### config.mk
export PLATFORM = sky130hd
export DESIGN_NAME = fetch_decode_queue
export DESIGN_NICKNAME = d
export VERILOG_FILES = /design/src/rtl/fetch_decode_queue.sv
export SDC_FILE = /design/constraint.sdc
export NUM_CORES = 1
export LEC_CHECK = 0
export CAP_MARGIN = 20
export CORE_AREA = 2 2 201 144
export DETAILED_ROUTE_END_ITERATION = 10
export DIE_AREA = 0 0 203 146
export HOLD_SLACK_MARGIN = 0.12
export MAX_ROUTING_LAYER = met4
export PLACE_DENSITY_LB_ADDON = 0.05
export SETUP_SLACK_MARGIN = 0.15
export SYNTH_ARGS = -nofsm -noshare
export SYNTH_HDL_FRONTEND = slang
export SYNTH_SLANG_ARGS = --single-unit
### constraint.sdc
create_clock -name clk -period 5.8 [get_ports clk]
set_clock_uncertainty 0.1 [all_clocks]
set_input_delay 1.16 -clock clk [delete_from_list [all_inputs] [get_ports clk]]
set_output_delay 1.16 -clock clk [all_outputs]
set_load 0.02 [all_outputs]
### src/rtl/fetch_decode_queue.sv
// Purpose: fetch->decode instruction buffer, DEPTH-entry FIFO of {PC, instr}, dropped on branch flush.
// Latency: an entry written at edge k is visible at the head after edge k (no same-cycle bypass).
// Backpressure: enq_ready_F low only when full (a same-cycle dequeue does not free a slot); decode stalls via deq_ready_D.
//
// Ports:
//   clk, reset (async, active-low)
//   enq_valid_F/enq_ready_F, imem_addr_F, imem_data_F : fetch-side handshake and entry
//   deq_valid_D/deq_ready_D, pc_D, instr_D            : decode-side handshake and head entry (zero when empty)
//   flush_D                                           : taken branch, drops every entry
//   count_D                                           : number of occupied entries
module fetch_decode_queue #(
  parameter int DEPTH = 4,
  parameter int N     = 64,
  parameter int W     = 32
) (
  input  logic                     clk,
  input  logic                     reset,
  input  logic                     enq_valid_F,
  input  logic [N-1:0]             imem_addr_F,
  input  logic [W-1:0]             imem_data_F,
  output logic                     enq_ready_F,
  output logic                     deq_valid_D,
  input  logic                     deq_ready_D,
  output logic [N-1:0]             pc_D,
  output logic [W-1:0]             instr_D,
  input  logic                     flush_D,
  output logic [$clog2(DEPTH):0]   count_D
);

  localparam int AW = $clog2(DEPTH);
  localparam int CW = AW + 1;

  logic [N-1:0]  pc_mem    [DEPTH];
  logic [W-1:0]  instr_mem [DEPTH];
  logic [AW-1:0] wr_ptr;
  logic [AW-1:0] rd_ptr;
  logic          enq_fire;
  logic          deq_fire;

  // Full/empty come from the registered count only, so the pointers can wrap freely.
  assign enq_ready_F = (count_D != CW'(DEPTH));
  assign deq_valid_D = (count_D != '0);
  assign enq_fire    = enq_valid_F & enq_ready_F;
  assign deq_fire    = deq_valid_D & deq_ready_D;

  // Head is forced to zero when empty so decode never sees stale storage.
  assign pc_D    = deq_valid_D ? pc_mem[rd_ptr]    : '0;
  assign instr_D = deq_valid_D ? instr_mem[rd_ptr] : '0;

  // Storage needs no reset; occupancy is tracked solely by count_D.
  always_ff @(posedge clk) begin
    if (enq_fire && !flush_D) begin
      pc_mem[wr_ptr]    <= imem_addr_F;
      instr_mem[wr_ptr] <= imem_data_F;
    end
  end

  always_ff @(posedge clk or negedge reset) begin
    if (!reset) begin
      wr_ptr  <= '0;
      rd_ptr  <= '0;
      count_D <= '0;
    end else if (flush_D) begin
      // Flush wins: the concurrent enqueue is dropped and the dequeue is not counted.
      wr_ptr  <= '0;
      rd_ptr  <= '0;
      count_D <= '0;
    end else begin
      if (enq_fire) wr_ptr <= wr_ptr + 1'b1;
      if (deq_fire) rd_ptr <= rd_ptr + 1'b1;
      case ({enq_fire, deq_fire})
        2'b10:   count_D <= count_D + 1'b1;
        2'b01:   count_D <= count_D - 1'b1;
        default: count_D <= count_D;
      endcase
    end
  end

endmodule

==> qor.txt, run 1 <==
Status = finished clean
CTS Sinks = 391
Synth Warn # = 0
Clock power share = 33.9%
Post-Syn Area = 15,000 µm²
Max cap viols = 0
Die Ht = 146 µm
Vias per inst = 5.66
VDD IR max = 0.269 mV
Num CTS Buffers = 37
WP buf/inv = 2
Drt first-iter violations = 519
Post-synth top flop = edfxtp_1
GRT overflow = 0
WHS = 0.505 ns
Crit-path max FO = 46
Initial Util = 54.7%
Final TNS setup = 0 ns
Switching Share = 23.3%
Worst-Skew Late Latency = 0.51 ns
Largest net degree at the start of global routing = 70
Crit path largest cell delay = 1.03 ns
Cell family with most CP delay = flip-flops
Met3 Use GR = 4.08%
CTS max path bufs = 3
Worst-margin pin slew = 1.05 ns
Met1 Use GR = 29.9%
Die width = 203 µm
P_leak = 0.00585 µW
Final Net Count = 996
Pins Over Slew Limit = 0
Clock-pin slew on the worst setup and hold paths = 0.06 ns
Synth Area per Inst = 22.3 µm²
Htree depth = 2
First-pass GRT wire length = 46.3 mm
Int Power = 5050 µW
Layout Cell Area excl Fill = 18,600 µm²
CTS tree = done
Drt wl/cell = 23.5 µm
Core area = 27,500 µm²
Io pins = 202
DP Wirelength = 18.0 mm
CP Data Arrival Time = 3.24 ns
GRT busiest layer = met2
Power Density = 354 nW/µm²
Filler cell count = 1,781
Routability Congestion = 0.768
R2r setup slk = 2.96 ns
Placed Area = 17,500 µm²
P_sw = 1530 µW
Worst Path Required = 4.54 ns
Reg2reg end = pc_mem[1][46]$_DFFE_PP_
WP depth = 4
Routed WL = 30.2 mm
Crit-path cells = buf_4, mux4_2, and2_1, clkdlybuf4s50_1
Remaining DRCs = 0
Cell row count = 51
Fmax = 222 MHz
Ys async rst share = 1.79%
Vias in the first global route = 7,916
CP max-delay cell = dfrtp_4
Area grow syn2layout = 23.5%
PostCTS Resize Cnt = 0
Synth Instances = 674
# port buffers = 201
Clk root buf = clkbuf_16
Setup repair bufs after CTS = 0
Reg power frac = 49.8%
Antenna-violating nets left = 0
Worst Hold Launch = wr_ptr[1]$_DFFE_PN0P_
Minimum clock period = 4.50 ns
Hold depth = 2
Share of total power in combinational logic = 16.3%
Setup CP Type = flop to primary output
Setup crit end kind = primary output
Total number of vias = 7,274
Register area share after synthesis = 77.9%
Min-Delay Endpoint = wr_ptr[1]$_DFFE_PN0P_
DR pass1 iterations = 7
Die area = 29,600 µm²
RSZ-0062 raised after global routing = false
FF+latch count, synth = 391
Layout cells sized above 1 = 17.7%
R2r startpoint = count_D[1]$_DFFE_PN0P_
Hold_buf cts = 0
Slew headroom = 29.8%
Post-synth EDFFs = 384
Final Hold Vio Count = 0
Hold Path Class = flop to flop
Initial antenna violation count = 2
GRT Total Usage = 21.5%
Period utilization = 77.7%
Final setup viols = 0
Critical Path Source Type = flop
Met2 Usage GRT = 33.9%
Synth cell types = 30
Reg2reg path depth = 5
Post-Synthesis Net Count = 780
[worst max-delay path by stage]
stage	endpoint	from
2_1_floorplan	instr_mem[0][0]$_DFFE_PP_	enq_valid_F
3_3_place_gp	pc_D[45]	rd_ptr[0]$_DFFE_PN0P_
3_5_place_dp	pc_D[45]	rd_ptr[0]$_DFFE_PN0P_
4_1_cts	pc_D[45]	rd_ptr[0]$_DFFE_PN0P_
5_1_grt	instr_D[13]	rd_ptr[0]$_DFFE_PN0P_
6_report	instr_D[14]	rd_ptr[0]$_DFFE_PN0P_
[per-stage QoR]
stage | setup WS [ns] | std cells | util [%] | power (µW)
2_1_floorplan | 1.40 | 674 | - | 3940
3_3_place_gp | 1.73 | 1222 | 63.5 | 4400
3_5_place_dp | 1.71 | 1222 | 63.5 | 4430
4_1_cts | 1.18 | 1284 | 67.5 | 6650
5_1_grt | 1.06 | 1286 | 67.5 | 6820
6_report | 1.30 | 1286 | 67.5 | 6580
[worst register-to-register path, cell delays in order (launching register included)]
cell     delay (ns)
dfrtp_1        0.58
or3b_2         0.26
nand2_1        0.11
nor2_1         0.27
and2_4         0.76
buf_4          0.44
[state kept, by name, summed over array words and instances, names as in the netlist]
register / flops
instr_mem: 128
wr_ptr: 2
pc_mem: 256
count_D: 3
rd_ptr: 2
[cell usage in the layout (no fill, tap or decap), types with 3 or more instances in the layout]
cell             count
dfrtp_1              5
nand2_1              7
clkbuf_1            13
buf_12               4
a21oi_1              5
mux4_2              96
nor2_1               5
and2_1              96
buf_4               10
ha_1                 4
clkbuf_16           37
inv_1                4
clkdlybuf4s50_1    201
and2_4               4
edfxtp_1           384
xor2_1               3
clkinv_1             6
[power by group through the flow]
| stage | clock network, µW | registers, µW | logic (µW) |
|---|---|---|---|
| after global placement | 0 | 3340 | 1070 |
| after floorplan | 0 | 3300 | 639 |
| final | 2230 | 3280 | 1070 |
| after detailed placement | 0 | 3340 | 1080 |
| after global routing | 2390 | 3290 | 1140 |
| after CTS | 2270 | 3280 | 1090 |
[kinds of logic after synthesis]
family | share of synthesized area (%)
multiplexers | 14.4
AO/OA/AOI/OAI | 0.666
flip-flops | 77.9
buffers and inverters | 1.53
XOR/XNOR | 0.233
AND/OR/NAND/NOR | 4.87
adder cells (fa/ha/maj) | 0.466
[cell usage after synthesis (2+ instances only)]
cell | instances | share of area, %
nand3b_1 | 2 | 0.10
nand2_1 | 7 | 0.17
ha_1 | 4 | 0.33
buf_6 | 4 | 0.30
inv_1 | 4 | 0.10
o21ai_0 | 2 | 0.067
or3b_2 | 2 | 0.12
mux4_2 | 96 | 14
buf_2 | 16 | 0.53
or3_1 | 2 | 0.083
a21oi_1 | 5 | 0.17
clkbuf_1 | 16 | 0.40
nand3_1 | 2 | 0.067
dfrtp_1 | 7 | 1.2
nor2_1 | 5 | 0.12
edfxtp_1 | 384 | 77
and2_1 | 100 | 4.2
buf_8 | 2 | 0.20
xor2_1 | 3 | 0.17
[cell type report]
class                           instances  area [µm²]  area share (%)
Antenna cell                            2        5.00          0.0270
Clock buffer                           52        1000            5.40
Clock inverter                         10        92.6           0.499
Inverter                                4        15.0          0.0809
Multi-Input combinational cell        241        3110            16.7
Sequential cell                       391       11700            63.1
Tap cell                              371         464            2.50
Timing Repair Buffer                  215        2170            11.7
[metal layers]
metal	vias up	part of all wire, %
met5	-	0
met4	0	1.5
met3	46	6.5
met2	232	49
met1	3824	43
li1	3172	-
Power figures use the tool's default switching activity.
==> run 2: changes to the inputs <==
==> constraint.sdc (replaced) <==
create_clock -name clk -period 4.5 [get_ports clk]
set_clock_uncertainty 0.1 [all_clocks]
set_input_delay 0.9 -clock clk [delete_from_list [all_inputs] [get_ports clk]]
set_output_delay 0.9 -clock clk [all_outputs]
set_load 0.02 [all_outputs]
==> qor.txt, run 2 (synthesis gave the netlist of run 1 again) <==
PostCTS Resize Cnt = 0
Vias in the first global route = 7,761
# port buffers = 201
Worst-Skew Late Latency = 0.53 ns
Area grow syn2layout = 25.2%
Worst-margin pin slew = 0.799 ns
CP max-delay cell = or3_2
Top sig layer = met4
Clk root buf = clkbuf_16
Setup crit end kind = primary output
Metal1 wirelength = 13.0 mm
Initial Util = 54.7%
Setup repair bufs after CTS = 0
Final setup viols = 0
Antenna-violating nets left = 0
WP buf/inv = 2
Final TNS setup = 0 ns
Slew headroom = 46.7%
Int Power = 6780 µW
P_leak = 0.00597 µW
CP Data Arrival Time = 2.97 ns
Power Density = 468 nW/µm²
Status = finished clean
VDD IR max = 0.325 mV
Most frequent cells in the layout = edfxtp_1 (384), clkdlybuf4s50_1 (201), mux4_2 (96), and2_1 (96), clkbuf_16 (41)
Fmax = 252 MHz
Cell row count = 51
Power, Total = 8800 µW
Clock power share = 36.1%
Die area = 29,600 µm²
RSZ-0062 raised after global routing = false
P_sw = 2020 µW
GRT overflow = 0
Largest net degree at the start of global routing = 62
Reg power frac = 47.7%
Vias per inst = 5.58
Commonest non-fill, non-tap cell in the layout = edfxtp_1
DP Wirelength = 18.0 mm
Met2 wire len = 14.5 mm
CTS Sinks = 391
Crit. Startpoint = count_D[0]$_DFFE_PN0P_
Crit path largest cell delay = 0.85 ns
Total number of vias = 7,231
First-pass GRT wire length = 45.5 mm
Routability Congestion = 0.745
Period utilization = 88.3%
Worst Hold Launch = wr_ptr[1]$_DFFE_PN0P_
Crit-path max FO = 36
Worst Path Required = 3.50 ns
DR pass1 iterations = 4
Routed WL = 29.7 mm
Drt first-iter violations = 455
Max reg flops = 256
Share of total power in combinational logic = 16.1%
Layout cells sized above 1 = 18.9%
DR WL met3 = 1.70 mm
GRT Total Usage = 21.2%
Clock-pin slew on the worst setup and hold paths = 0.06 ns
Initial antenna violation count = 3
Setup CP Type = flop to primary output
Final Hold Vio Count = 0
Crit-path cells = or3_2, buf_4, and2_1, clkdlybuf4s50_1
Io pins = 202
Max cap viols = 0
R2r startpoint = count_D[1]$_DFFE_PN0P_
CTS tree = done
Die width = 203 µm
Switching Share = 23.0%
Final Net Count = 1,000
Pins Over Slew Limit = 0
CTS max path bufs = 3
Num CTS Buffers = 38
Core area = 27,500 µm²
Leading registers by flop count = pc_mem: 256 flops, instr_mem: 128 flops, count_D: 3 flops
Remaining DRCs = 0
Die Ht = 146 µm
Htree depth = 2
Drt wl/cell = 23.0 µm
Reg with most FFs = pc_mem
Cell family with most CP delay = simple AND/OR/NAND/NOR gates
Hold_buf cts = 0
Hold Path Class = flop to flop
Critical Path Source Type = flop
Minimum clock period = 3.97 ns
-- run 2: worst reg2reg max path, cell delays in order, from the launching register on --
cell and delay, ns:
dfrtp_1 0.57, or3b_2 0.23, nand2_1 0.10, nor2_1 0.27, and2_4 0.54, buf_4 0.43
-- run 2: area by class of cell --
class | instances | area, µm²
antenna | 3 | 7.51
clock inverter | 14 | 164
clock buffer | 53 | 1090
multi-input combinational | 241 | 3110
fill | 1797 | 8680
tap | 371 | 464
timing repair buffer | 218 | 2250
sequential | 391 | 11700
inverter | 4 | 15.0
-- run 2: stage by stage --
step	area (µm²)	instances	worst slack, ns	utilization (%)	hold WS, ns
5_1_grt	18800	1295	0.375	68.4	0.508
2_1_floorplan	15000	674	0.357	-	0.443
4_1_cts	18800	1292	0.485	68.4	0.478
6_report	18800	1295	0.525	68.4	0.497
3_3_place_gp	17600	1225	0.984	63.8	0.465
3_5_place_dp	17600	1225	0.910	63.8	0.469
-- run 2: worst paths after layout --
check | to | slack, ns | cells after the start
max | pc_D[41] | 0.53 | 4
min | wr_ptr[1]$_DFFE_PN0P_ | 0.50 | 2
max reg2reg | pc_mem[3][11]$_DFFE_PP_ | 1.91 | 5
min reg2reg | wr_ptr[1]$_DFFE_PN0P_ | 0.50 | 2
max in group asynchronous | rd_ptr[1]$_DFFE_PN0P_ | 3.47 | 1
min in group asynchronous | rd_ptr[0]$_DFFE_PN0P_ | 0.54 | 1
-- run 2: layer usage --
metal  GRT usage (%)  up-vias
li1                -     3198
met1            29.5     3783
met2            32.7      204
met3            4.03       46
met4            5.84        0
met5               -        -
-- run 2: power groups by stage --
stage                     Combinational (µW)  Sequential, µW  Clock [µW]
after floorplan                          824            4250           0
after global routing                    1510            4210        3390
after CTS                               1450            4200        3250
after global placement                  1420            4270           0
after detailed placement                1440            4280           0
final                                   1420            4200        3180
==> run 3: changes to the inputs <==
--- a/config.mk
+++ b/config.mk
@@ -6,9 +6,11 @@
 export NUM_CORES = 1
 export LEC_CHECK = 0
 export CAP_MARGIN = 20
-export CORE_AREA = 2 2 201 144
+export CELL_PAD_IN_SITES_DETAIL_PLACEMENT = 0
+export CELL_PAD_IN_SITES_GLOBAL_PLACEMENT = 1
+export CORE_AREA = 2 2 129 256
 export DETAILED_ROUTE_END_ITERATION = 10
-export DIE_AREA = 0 0 203 146
+export DIE_AREA = 0 0 131 258
 export HOLD_SLACK_MARGIN = 0.12
 export MAX_ROUTING_LAYER = met4
 export PLACE_DENSITY_LB_ADDON = 0.05
==> qor.txt, run 3 (synthesis gave the netlist of run 1 again) <==
Fmax = 253 MHz
Num CTS Buffers = 35
Die area = 33,800 µm²
Core area = 32,000 µm²
Critical Path Source Type = flop
Largest net degree at the start of global routing = 51
CP Data Arrival Time = 2.95 ns
Status = finished clean
Initial antenna violation count = 0
Vias per inst = 5.36
CTS max path bufs = 3
R2r startpoint = count_D[1]$_DFFE_PN0P_
Worst-Skew Late Latency = 0.51 ns
Layout cells sized above 1 = 18.9%
Routed WL = 30.8 mm
CTS tree = done
Reg with most FFs = pc_mem
RSZ-0062 raised after global routing = false
WHS = 0.491 ns
Worst-margin pin slew = 0.663 ns
Min-Delay Endpoint = wr_ptr[1]$_DFFE_PN0P_
Crit-path max FO = 23
Remaining DRCs = 0
Initial Util = 47.0%
GRT overflow = 0
Commonest non-fill, non-tap cell in the layout = edfxtp_1
Final TNS setup = 0 ns
Max reg flops = 256
Filler cell count = 2,348
DP Wirelength = 18.8 mm
Routability Congestion = 0.705
Drt wl/cell = 22.9 µm
Cell row count = 93
Clk root buf = clkbuf_16
Setup repair bufs after CTS = 0
Drt first-iter violations = 333
DR pass1 iterations = 4
Total number of vias = 7,193
Slew headroom = 55.8%
Setup crit end kind = primary output
Final Net Count = 999
Io pins = 202
Reg2reg path depth = 5
Leading registers by flop count = pc_mem: 256 flops, instr_mem: 128 flops, count_D: 3 flops
Final Hold Vio Count = 0
Area grow syn2layout = 24.8%
First-pass GRT wire length = 46.9 mm
Hold_buf cts = 0
Clock-pin slew on the worst setup and hold paths = 0.06 ns
Vias in the first global route = 8,109
Die Ht = 258 µm
Inserted Diodes = 0
Hold Path Class = flop to flop
Period utilization = 87.7%
VDD IR max = 0.417 mV
Max cap viols = 0
Antenna-violating nets left = 0
Worst Hold Launch = wr_ptr[1]$_DFFE_PN0P_
Most frequent cells in the layout = edfxtp_1 (384), clkdlybuf4s50_1 (201), mux4_2 (96), and2_1 (96), clkbuf_16 (37)
Minimum clock period = 3.95 ns
# port buffers = 201
PostCTS Resize Cnt = 0
R2r setup slk = 1.93 ns
GRT Total Usage = 19.3%
Hold depth = 2
Pins Over Slew Limit = 0
CTS Sinks = 391
Die width = 131 µm
Reg2reg end = pc_mem[0][63]$_DFFE_PP_
Setup CP Type = flop to primary output
P_leak = 0.00591 µW
Worst Path Required = 3.50 ns
Final setup viols = 0
Htree depth = 2
Power Density = 452 nW/µm²
[run 3: cell type report]
type / instances / area (µm²) / area share [%]
tap: 427 / 534 / 2.85
sequential: 391 / 11700 / 62.4
timing repair buffer: 220 / 2290 / 12.2
clock buffer: 47 / 983 / 5.24
clock inverter: 13 / 119 / 0.633
multi-input combinational: 241 / 3110 / 16.6
inverter: 4 / 15.0 / 0.0800
[run 3: worst max-delay path, stage by stage, from the launching register on]
cell and delay, ns:
dfrtp_4 0.76, buf_4 0.40, mux4_2 0.55, and2_1 0.17, clkdlybuf4s50_1 0.53
[run 3: worst max-delay path by stage]
stage	start	end	slack [ns]
6_report	rd_ptr[0]$_DFFE_PN0P_	pc_D[23]	0.55
3_3_place_gp	enq_valid_F	instr_mem[0][19]$_DFFE_PP_	1.01
2_1_floorplan	enq_valid_F	instr_mem[0][0]$_DFFE_PP_	0.36
3_5_place_dp	enq_valid_F	pc_mem[0][63]$_DFFE_PP_	0.90
4_1_cts	rd_ptr[0]$_DFFE_PN0P_	pc_D[23]	0.48
5_1_grt	rd_ptr[0]$_DFFE_PN0P_	pc_D[44]	0.37
[run 3: stage by stage]
stage | instance area [µm²] | std cells | worst slack, ns | total power, µW | utilization (%)
detailed placement | 17700 | 1283 | 0.904 | 5730 | 55.2
floorplan | 15000 | 674 | 0.357 | 5070 | -
global route | 18800 | 1343 | 0.366 | 8820 | 58.7
global placement | 17700 | 1283 | 1.01 | 5710 | 55.2
finish | 18800 | 1343 | 0.554 | 8490 | 58.7
CTS | 18800 | 1343 | 0.479 | 8620 | 58.7
[run 3: where the power goes]
| group | internal [µW] | switching, µW |
|---|---|---|
| combinational | 724 | 692 |
| sequential | 4140 | 66.3 |
| clock | 1650 | 1220 |
| total | 6510 | 1980 |
[run 3: layer usage]
layer	wire length [µm]	part of all wire, %	GRT usage [%]	vias to the layer above
li1	-	-	-	3180
met5	0	0	-	-
met1	11500	37	21.7	3764
met4	875	2.8	6.41	0
met2	17100	55	34.3	193
met3	1330	4.3	3.44	56
